File: src/rtl/core_pkg.sv
// Shared types and widths for the memory arbiter.
package core_pkg;

    localparam int Xlen     = 32;
    localparam int MaskBits = Xlen / 8;

    // Requester identity, also the payload of the in-order response ID queue.
    typedef enum logic {
        ArbInst = 1'b0,
        ArbData = 1'b1
    } arb_id_e;

    // Arbiter grant state.
    typedef enum logic [1:0] {
        Idle    = 2'd0,
        GntInst = 2'd1,
        GntData = 2'd2
    } arb_state_e;

    // A request with an all-zero byte mask is a read and expects a response.
    function automatic logic is_read(input logic [MaskBits-1:0] wmask);
        return wmask == '0;
    endfunction

endpackage

File: src/rtl/arb_id_fifo.sv
// In-order queue of requester IDs for outstanding reads.
// Depth must be a power of two so the pointers wrap naturally.
module arb_id_fifo
    import core_pkg::*;
#(
    parameter int Depth = 2
) (
    input  logic    clk_i,
    input  logic    rst_i,
    input  logic    push_i,
    input  arb_id_e data_i,
    input  logic    pop_i,
    output arb_id_e data_o,
    output logic    full_o,
    output logic    empty_o
);

    localparam int PtrW = $clog2(Depth);
    localparam int CntW = $clog2(Depth + 1);

    arb_id_e           mem_q [Depth];
    arb_id_e           mem_d [Depth];
    logic [PtrW-1:0]   wr_ptr_q, wr_ptr_d;
    logic [PtrW-1:0]   rd_ptr_q, rd_ptr_d;
    logic [CntW-1:0]   count_q, count_d;
    logic              push_ok;
    logic              pop_ok;

    assign full_o  = (count_q == CntW'(Depth));
    assign empty_o = (count_q == '0);
    assign data_o  = mem_q[rd_ptr_q];
    assign push_ok = push_i && !full_o;
    assign pop_ok  = pop_i && !empty_o;

    // Next pointers, storage and occupancy; a simultaneous push and pop leaves the count alone.
    always_comb begin
        mem_d    = mem_q;
        wr_ptr_d = wr_ptr_q;
        rd_ptr_d = rd_ptr_q;
        count_d  = count_q;
        if (push_ok) begin
            mem_d[wr_ptr_q] = data_i;
            wr_ptr_d        = wr_ptr_q + PtrW'(1);
        end
        if (pop_ok) begin
            rd_ptr_d = rd_ptr_q + PtrW'(1);
        end
        case ({push_ok, pop_ok})
            2'b10:   count_d = count_q + CntW'(1);
            2'b01:   count_d = count_q - CntW'(1);
            default: count_d = count_q;
        endcase
    end

    // Pointer/count registers with synchronous reset; storage needs no reset.
    always_ff @(posedge clk_i) begin
        mem_q <= mem_d;
        if (rst_i) begin
            wr_ptr_q <= '0;
            rd_ptr_q <= '0;
            count_q  <= '0;
        end else begin
            wr_ptr_q <= wr_ptr_d;
            rd_ptr_q <= rd_ptr_d;
            count_q  <= count_d;
        end
    end

endmodule

File: src/rtl/mem_arbiter.sv
// Two-requester (fetch / LSU) arbiter onto a single memory port with
// in-order read response routing.
// Build option: MEM_ARBITER_RR_EN selects round-robin on contention;
// without it the LSU always wins contention.
//
// state   | meaning
// --------+-----------------------------------------------------------
// Idle    | combinational arbitration, winner forwarded with no latency
// GntInst | fetch request stalled by memory; only fetch is forwarded
// GntData | LSU request stalled by memory; only LSU is forwarded
module mem_arbiter
    import core_pkg::*;
#(
    parameter int Depth = 2
) (
    input  logic                clk_i,
    input  logic                rst_i,

    input  logic                inst_valid_i,
    output logic                inst_ready_o,
    input  logic [Xlen-1:0]     inst_addr_i,
    input  logic [Xlen-1:0]     inst_wdata_i,
    input  logic [MaskBits-1:0] inst_wmask_i,
    output logic [Xlen-1:0]     inst_rdata_o,
    output logic                inst_rvalid_o,

    input  logic                data_valid_i,
    output logic                data_ready_o,
    input  logic [Xlen-1:0]     data_addr_i,
    input  logic [Xlen-1:0]     data_wdata_i,
    input  logic [MaskBits-1:0] data_wmask_i,
    output logic [Xlen-1:0]     data_rdata_o,
    output logic                data_rvalid_o,

    output logic                mem_valid_o,
    input  logic                mem_ready_i,
    output logic [Xlen-1:0]     mem_addr_o,
    output logic [Xlen-1:0]     mem_wdata_o,
    output logic [MaskBits-1:0] mem_wmask_o,
    input  logic [Xlen-1:0]     mem_rdata_i,
    input  logic                mem_rvalid_i
);

    arb_state_e state_q, state_d;
    arb_id_e    winner;
    arb_id_e    sel;
    arb_id_e    head_id;
    logic       sel_valid;
    logic       xfer;
    logic       push;
    logic       pop;
    logic       q_full;
    logic       q_empty;

`ifdef MEM_ARBITER_RR_EN
    arb_id_e    last_grant_q, last_grant_d;
`endif

    // Idle-state winner: the only requester, or the contention policy.
    always_comb begin
        winner = data_valid_i ? ArbData : ArbInst;
`ifdef MEM_ARBITER_RR_EN
        if (inst_valid_i && data_valid_i) begin
            winner = (last_grant_q == ArbData) ? ArbInst : ArbData;
        end
`endif
    end

    // Grant selection, payload mux, handshake and next state.
    always_comb begin
        state_d = state_q;
        case (state_q)
            GntInst: sel = ArbInst;
            GntData: sel = ArbData;
            default: sel = winner;
        endcase

        sel_valid   = (sel == ArbData) ? data_valid_i : inst_valid_i;
        mem_addr_o  = (sel == ArbData) ? data_addr_i  : inst_addr_i;
        mem_wdata_o = (sel == ArbData) ? data_wdata_i : inst_wdata_i;
        mem_wmask_o = (sel == ArbData) ? data_wmask_i : inst_wmask_i;

        // A full ID queue blocks all new transfers, even if a response pops this cycle.
        mem_valid_o  = sel_valid && !q_full && !rst_i;
        xfer         = mem_valid_o && mem_ready_i;
        inst_ready_o = xfer && (sel == ArbInst);
        data_ready_o = xfer && (sel == ArbData);

        case (state_q)
            Idle: begin
                if (sel_valid && !xfer) begin
                    state_d = (sel == ArbData) ? GntData : GntInst;
                end
            end
            GntInst, GntData: begin
                if (xfer) begin
                    state_d = Idle;
                end
            end
            default: state_d = Idle;
        endcase
    end

    // Read transfers record the requester; responses pop it and route rvalid.
    always_comb begin
        push          = xfer && is_read(mem_wmask_o);
        pop           = mem_rvalid_i && !q_empty && !rst_i;
        inst_rvalid_o = pop && (head_id == ArbInst);
        data_rvalid_o = pop && (head_id == ArbData);
    end

    assign inst_rdata_o = mem_rdata_i;
    assign data_rdata_o = mem_rdata_i;

    arb_id_fifo #(
        .Depth (Depth)
    ) u_id_fifo (
        .clk_i   (clk_i),
        .rst_i   (rst_i),
        .push_i  (push),
        .data_i  (sel),
        .pop_i   (pop),
        .data_o  (head_id),
        .full_o  (q_full),
        .empty_o (q_empty)
    );

    // Grant state register.
    always_ff @(posedge clk_i) begin
        if (rst_i) begin
            state_q <= Idle;
        end else begin
            state_q <= state_d;
        end
    end

`ifdef MEM_ARBITER_RR_EN
    // Last granted requester, updated on every transfer.
    always_comb begin
        last_grant_d = xfer ? sel : last_grant_q;
    end

    // Last-grant register; reset favours the LSU on the first contention.
    always_ff @(posedge clk_i) begin
        if (rst_i) begin
            last_grant_q <= ArbInst;
        end else begin
            last_grant_q <= last_grant_d;
        end
    end
`endif

endmodule

File: config.mk
export PLATFORM = sky130hd
export DESIGN_NAME = mem_arbiter
export DESIGN_NICKNAME = d
export VERILOG_FILES = /design/src/rtl/core_pkg.sv /design/src/rtl/arb_id_fifo.sv /design/src/rtl/mem_arbiter.sv
export SDC_FILE = /design/constraint.sdc
export NUM_CORES = 1
export LEC_CHECK = 0
export CORE_AREA = 10 10 113 115
export DETAILED_ROUTE_END_ITERATION = 7
export DIE_AREA = 0 0 123 125
export PLACE_DENSITY_LB_ADDON = 0.25
export RECOVER_POWER = 100
export SYNTH_ARGS = -nofsm -noshare
export SYNTH_HDL_FRONTEND = slang
export SYNTH_HIERARCHICAL = 1
export SYNTH_SLANG_ARGS = --single-unit
File: constraint.sdc
create_clock -name clk_i -period 6 [get_ports clk_i]
set_input_delay 0.6 -clock clk_i [delete_from_list [all_inputs] [get_ports clk_i]]
set_output_delay 0.6 -clock clk_i [all_outputs]
set_load 0.02 [all_outputs]
# [Word-level counts from Yosys, hierarchy flattened]
# Cells that the tools add are included.
[op_classes] n_reduce_logical=24 order_cmp=3 bitwise=4 mux=17 add_sub_neg=4 eq_ne=7
[ops] cell="32-bit two-way mux" n=2
[ops] cell="1-bit logical AND" n=14
[ops] cell="2-bit one-hot mux with 2 select lines" n=2
[ops] cell="2-bit == test, second input constant" n=3
[ops] cell="1-bit two-way mux" n=6
[ops] cell="2-bit two-way mux" n=3
[ops] cell="2-bit by 1-bit == test with 1-bit output, second input constant" n=2
[ops] cell="2-bit >= comparator, second input constant" n=2
[ops] cell="1-bit zero test" n=4
[ops] cell="2-bit zero test" n=2
[ops] cell="4-bit zero test" n=1
[ops] cell="4-bit two-way mux" n=1
[ops] cell="2-bit inequality test, second input constant" n=2
[ops] cell="1-bit NOT with 2-bit output" n=2
[ops] cell="1-bit adder, second input constant" n=2
[ops] cell="2-bit by 1-bit adder with 2-bit output, second input constant" n=1
[ops] cell="2-bit bitwise mux" n=1
[ops] cell="2-bit by 1-bit < comparator with 1-bit output, second input constant" n=1
[ops] cell="1-bit NOT" n=2
[ops] cell="1-bit one-hot mux with 2 select lines" n=1
[ops] cell="2-bit AND reduction" n=1
[ops] cell="2-bit nonzero test" n=1
[ops] cell="2-bit OR reduction" n=1
[ops] cell="2-bit by 1-bit subtractor with 2-bit output, second input constant" n=1
[ops] cell="1-bit demux with 1-bit select" n=1
[word_totals] inputBits=174 output_inout_bits=137 register_bits=8

# [Depth between registers and ports, before layout]
[logic_depth] depth_word=10 mapped_depth=12

# [By module]
# The synthesis kept the hierarchy.
[by_module_without_submodules] mod="mem_arbiter" seq_area_each_um2=40.0 area_each_um2=1565.3 n_inst=1 cells_each=308
[by_module_without_submodules] mod="arb_id_fifo" seq_area_each_um2=140.1 area_each_um2=271.5 n_inst=1 cells_each=27

# [Least setup slack after synthesis]
# No wires, ideal clock.
[synth_path] path_type="reg2reg" startpoint="register state_q[0]" endpoint="register u_id_fifo.count_q[1]" path_buffers=0 arrival_ns=2.769 required_ns=5.930 path_stages_with_launch=11 setup_slack_ns=3.161 path_cell_list="dfxtp_1 -> inv_1 -> ha_1 -> mux2i_1 -> a2111oi_2 -> nand2_2 -> nor4b_2 -> nand2_1 -> ha_1 -> or3_1 -> a21oi_1"
[synth_between] elab_chain_len=10
[synth_lines] element="start, declared" line="mem_arbiter.sv:44" rtl="arb_state_e state_q, state_d;"
[synth_lines] element="start signal, assigned" line="mem_arbiter.sv:131" rtl="state_q <= Idle;"
[synth_lines] element="start signal, assigned" line="mem_arbiter.sv:133" rtl="state_q <= state_d;"
[synth_lines] element="2-bit == test / 2-bit by 1-bit == test with 1-bit output (equally long branches)" line="mem_arbiter.sv:72" rtl="case (state_q)"
[synth_lines] element="1-bit one-hot mux with 2 select lines (*)" line="mem_arbiter.sv:72"
[synth_lines] element="1-bit two-way mux (*)" line="mem_arbiter.sv:78" rtl="sel_valid = (sel == ArbData) ? data_valid_i : inst_valid_i;"
[synth_lines] element="1-bit logical AND (*) (2 in a row)" line="mem_arbiter.sv:84" rtl="mem_valid_o = sel_valid && !q_full && !rst_i;"
[synth_lines] element="named net mem_valid_o" line="mem_arbiter.sv:35" rtl="output logic mem_valid_o,"
[synth_lines] element="1-bit logical AND (*)" line="mem_arbiter.sv:85" rtl="xfer = mem_valid_o && mem_ready_i;"
[synth_lines] element="1-bit logical AND (*)" line="mem_arbiter.sv:106" rtl="push = xfer && is_read(mem_wmask_o);"
[synth_lines] element="named net push" line="mem_arbiter.sv:50" rtl="logic push;"
[synth_lines] element="1-bit logical AND (*)" line="arb_id_fifo.sv:32" rtl="assign push_ok = push_i && !full_o;"
[synth_lines] element="2-bit by 1-bit == test with 1-bit output / 2-bit == test (equally long branches)" line="arb_id_fifo.sv:48" rtl="case ({push_ok, pop_ok})"
[synth_lines] element="2-bit one-hot mux with 2 select lines / 2-bit nonzero test (equally long branches)"
[synth_lines] element="end signal, assigned" line="arb_id_fifo.sv:65" rtl="count_q <= count_d;"
[synth_lines] element="end, declared" line="arb_id_fifo.sv:25" rtl="logic [CntW-1:0] count_q, count_d;"
# The timed path passes the listed nets; every way through them passes the cells marked *.
# A chain may end at the register's enable or synchronous reset.

# [Final worst setup path]
[layout_path] startpoint="input data_valid_i" endpoint="output mem_wdata_o[4]"
[layout_between] elab_chain_len=3
[layout_lines] element="start, declared" line="mem_arbiter.sv:27" rtl="input logic data_valid_i,"
[layout_lines] element="1-bit two-way mux" line="mem_arbiter.sv:61" rtl="winner = data_valid_i ? ArbData : ArbInst;"
[layout_lines] element="1-bit one-hot mux with 2 select lines" line="mem_arbiter.sv:72"
[layout_lines] element="32-bit two-way mux" line="mem_arbiter.sv:80" rtl="mem_wdata_o = (sel == ArbData) ? data_wdata_i : inst_wdata_i;"
[layout_lines] element="end, declared" line="mem_arbiter.sv:38" rtl="output logic [Xlen-1:0] mem_wdata_o,"
# No other way between the ends.

==> flow_summary.json <==
{
  "core_um2": 10600,
  "fin_total_pwr_mw": 1.278,
  "tightest_slew_ns": 1.050,
  "grt_start_max_net_pins": 69,
  "place_inst": 613,
  "cts_tree": "built",
  "synth.most_common_cell": "nand2_1",
  "power_density_nw_per_um2": 349.9,
  "fin_ws_ns": 1.942,
  "dieHeight_um": 125,
  "track_usage_pct": 11.69,
  "drc": 0,
  "fin_setup_tns_ns": 0,
  "ys_seq_elements": 8,
  "boundaryPins": 311,
  "route.final.wire_length_um": 9781,
  "vias": 2374,
  "internal_power_uw": 585.6,
  "power_frac_seq_pct": 5.4,
  "postCtsSetupBuffers": 0,
  "ctsHoldBuffers": 0,
  "clkLatencyLatePin_ns": 0.23,
  "start_kind": "input pin",
  "synth_edf_count": 2,
  "nNetsFinal": 655,
  "syn_area_um2": 1837,
  "num-fill-cells": 1158,
  "cts_num_sinks": 8,
  "min_period_ns": 4.058,
  "synth_flop_cell": "dfxtp_1",
  "wl_met1_um": 3175,
  "relSlewSlack_pct": 29.89,
  "required_ns": 5.40,
  "register_area_um2": 180.2,
  "worstPathArrival_ns": 3.46,
  "grt_first_pass_wirelength_um": 14310,
  "comb_power_share_pct": 89.6,
  "wl_per_cell_um": 15.88,
  "area_growth_pct": 98.84,
  "synthDistinctLibCells": 37,
  "ant_nets": 0,
  "critPathKind": "input pin to output port",
  "worst_setup_path_end_kind": "output port",
  "ctsLongestPathBuffers": 2,
  "synth_common_cells": "nand2_1, buf_4, buf_2, nor2_1",
  "drive_above_1_share_pct": 2.101,
  "synth_nets": 512,
  "routed-wl-met2_um": 5361,
  "vias_per_cell": 3.854,
  "start_util_pct": 17.32,
  "status": "finished clean",
  "period_share_pct": 67.63,
  "synthArstFlopShare_pct": 0,
  "p_sw_share_pct": 54.18,
  "timing.fmax_mhz": 246.4,
  "synth_top_cell_by_area": "nand2_1",
  "yosysWarnings": 6,
  "drv_slew": 0,
  "drtPass1Iterations": 4,
  "die_width_um": 123,
  "die_area_um2": 15380,
  "post-place-ws_ns": 2.383,
  "cp_max_fo": 37,
  "synthTopCellsByArea": "nand2_1, buf_4, dfxtp_1",
  "clk_pin_slew_worst_paths_ns": 0.04,
  "p_sw_uw": 692.5,
  "hold_viol_final": 0,
  "root_buffer": "clkbuf_8",
  "cts_max_level": 1,
  "multi_input_area_um2": 1069,
  "maxUsedRoutingLayer": "met4",
  "r2r_slack_ns": 2.25,
  "met3_length_um": 997,
  "first_global_vias": 2429,
  "dp_hpwl_um": 8509,
  "stdcell_count": 616,
  "leakagePower_nw": 1.708,
  "cts_inserted_buffers": 3,
  "syn_avg_cell_area_um2": 5.483,
  "cts_resized": 0,
  "insertedDiodeCount": 0,
  "rsz0062_at_grt": "no",
  "yosys.area.top_type_share_pct": 40.87,
  "antenna_found_initial": 0,
  "drt_iter0_drc": 81,
  "place_congestion": 0.7690,
  "holdCritPathClass": "register to register",
  "synth_cells": 335,
  "numPortBuffers": 214,
  "ys_seq_area_share_pct": 9.809,
  "fp-row-count": 38,
  "p_clk_share_pct": 5.1,
  "grt-ovfl-total": 0,
  "maxCapViolCount": 0,
  "ir_drop_uv": 428.1,
  "setup_viol_count_final": 0,
  "skew_ns": 0.002485
}
## state kept, by name, summed over array words and instances, names as in the netlist
register            flops
u_id_fifo/mem_q         2
u_id_fifo/wr_ptr_q      1
u_id_fifo/rd_ptr_q      1
state_q                 2
u_id_fifo/count_q       2
## logic make-up (layout without fill, tap and decap cells)
family | Yosys count | after routing | synth area share [%]
adders and majority gates | 3 | 3 | 2.044
xor gates and xnor gates | 3 | 3 | 1.431
DFF | 8 | 8 | 9.810
AOI/OAI and AO/OA | 9 | 9 | 3.543
buffers and inverters | 86 | 227 | 31.13
muxes | 6 | 6 | 4.359
and+or+nand+nor | 220 | 220 | 47.69
## cell type report
type                    instances  area share (%)
clock buffers                   3           1.131
inverters                       8          0.8222
multi-input cells             241           29.26
flip-flops and latches          8           4.933
well taps                     140           4.796
repair buffers                216           59.06
## worst max-delay path, cell delays in order
cell and delay, ns:
dlygate4sd3_1 0.62, mux2i_4 0.09, inv_1 0.76, buf_4 0.50, nand2_1 0.10, nand2_1 0.08, dlygate4sd3_1 0.69
## through the flow
step	hold WS (ns)	instance area [um^2]	util (%)
final	0.4675	3652	34.45
after global routing	0.4843	3652	34.45
after CTS	0.4735	3669	34.60
after detailed placement	0.4642	3627	34.21
after global placement	0.4641	3627	34.21
after floorplan	0.4487	1837	-
## per-layer routing
| layer | vias up | track usage [%] |
|---|---|---|
| li1 | 1241 | - |
| met1 | 978 | 10.39 |
| met2 | 129 | 22.82 |
| met3 | 26 | 5.086 |
| met4 | 0 | 3.358 |
| met5 | - | 0 |
## power by group through the flow
stage | Combinational [mW] | Clock (mW) | Sequential (mW)
detailed placement | 1.26 | 0 | 0.0696
floorplan | 0.721 | 0 | 0.0685
global placement | 1.25 | 0 | 0.0694
global route | 1.24 | 0.0707 | 0.0696
finish | 1.14 | 0.0649 | 0.0686
CTS | 1.26 | 0.0654 | 0.0687
## cells in the final DEF, fill, tap and decap left out, types with 2 or more instances in the layout
master and n:
nand2_1 200, clkdlybuf4s50_1 142, dlygate4sd3_1 72, inv_1 7
nor2_1 7, dfxtp_1 6, ha_1 3, clkbuf_8 3
mux2_1 2, mux2i_1 2, buf_4 2, or3_1 2
xnor2_1 2, o21ai_0 2, a21oi_1 2, edfxtp_1 2
## final timing paths
check,from,to,cells after the start
setup / recovery,data_valid_i,mem_wdata_o[4],7
hold / removal,state_q[0]$_SDFFE_PP0P_,state_q[0]$_SDFFE_PP0P_,1
setup reg to reg,state_q[0]$_SDFFE_PP0P_,u_id_fifo/count_q[1]$_SDFFE_PP0P_,11
hold reg to reg,state_q[0]$_SDFFE_PP0P_,state_q[0]$_SDFFE_PP0P_,1
Power figures use the tool's default switching activity.
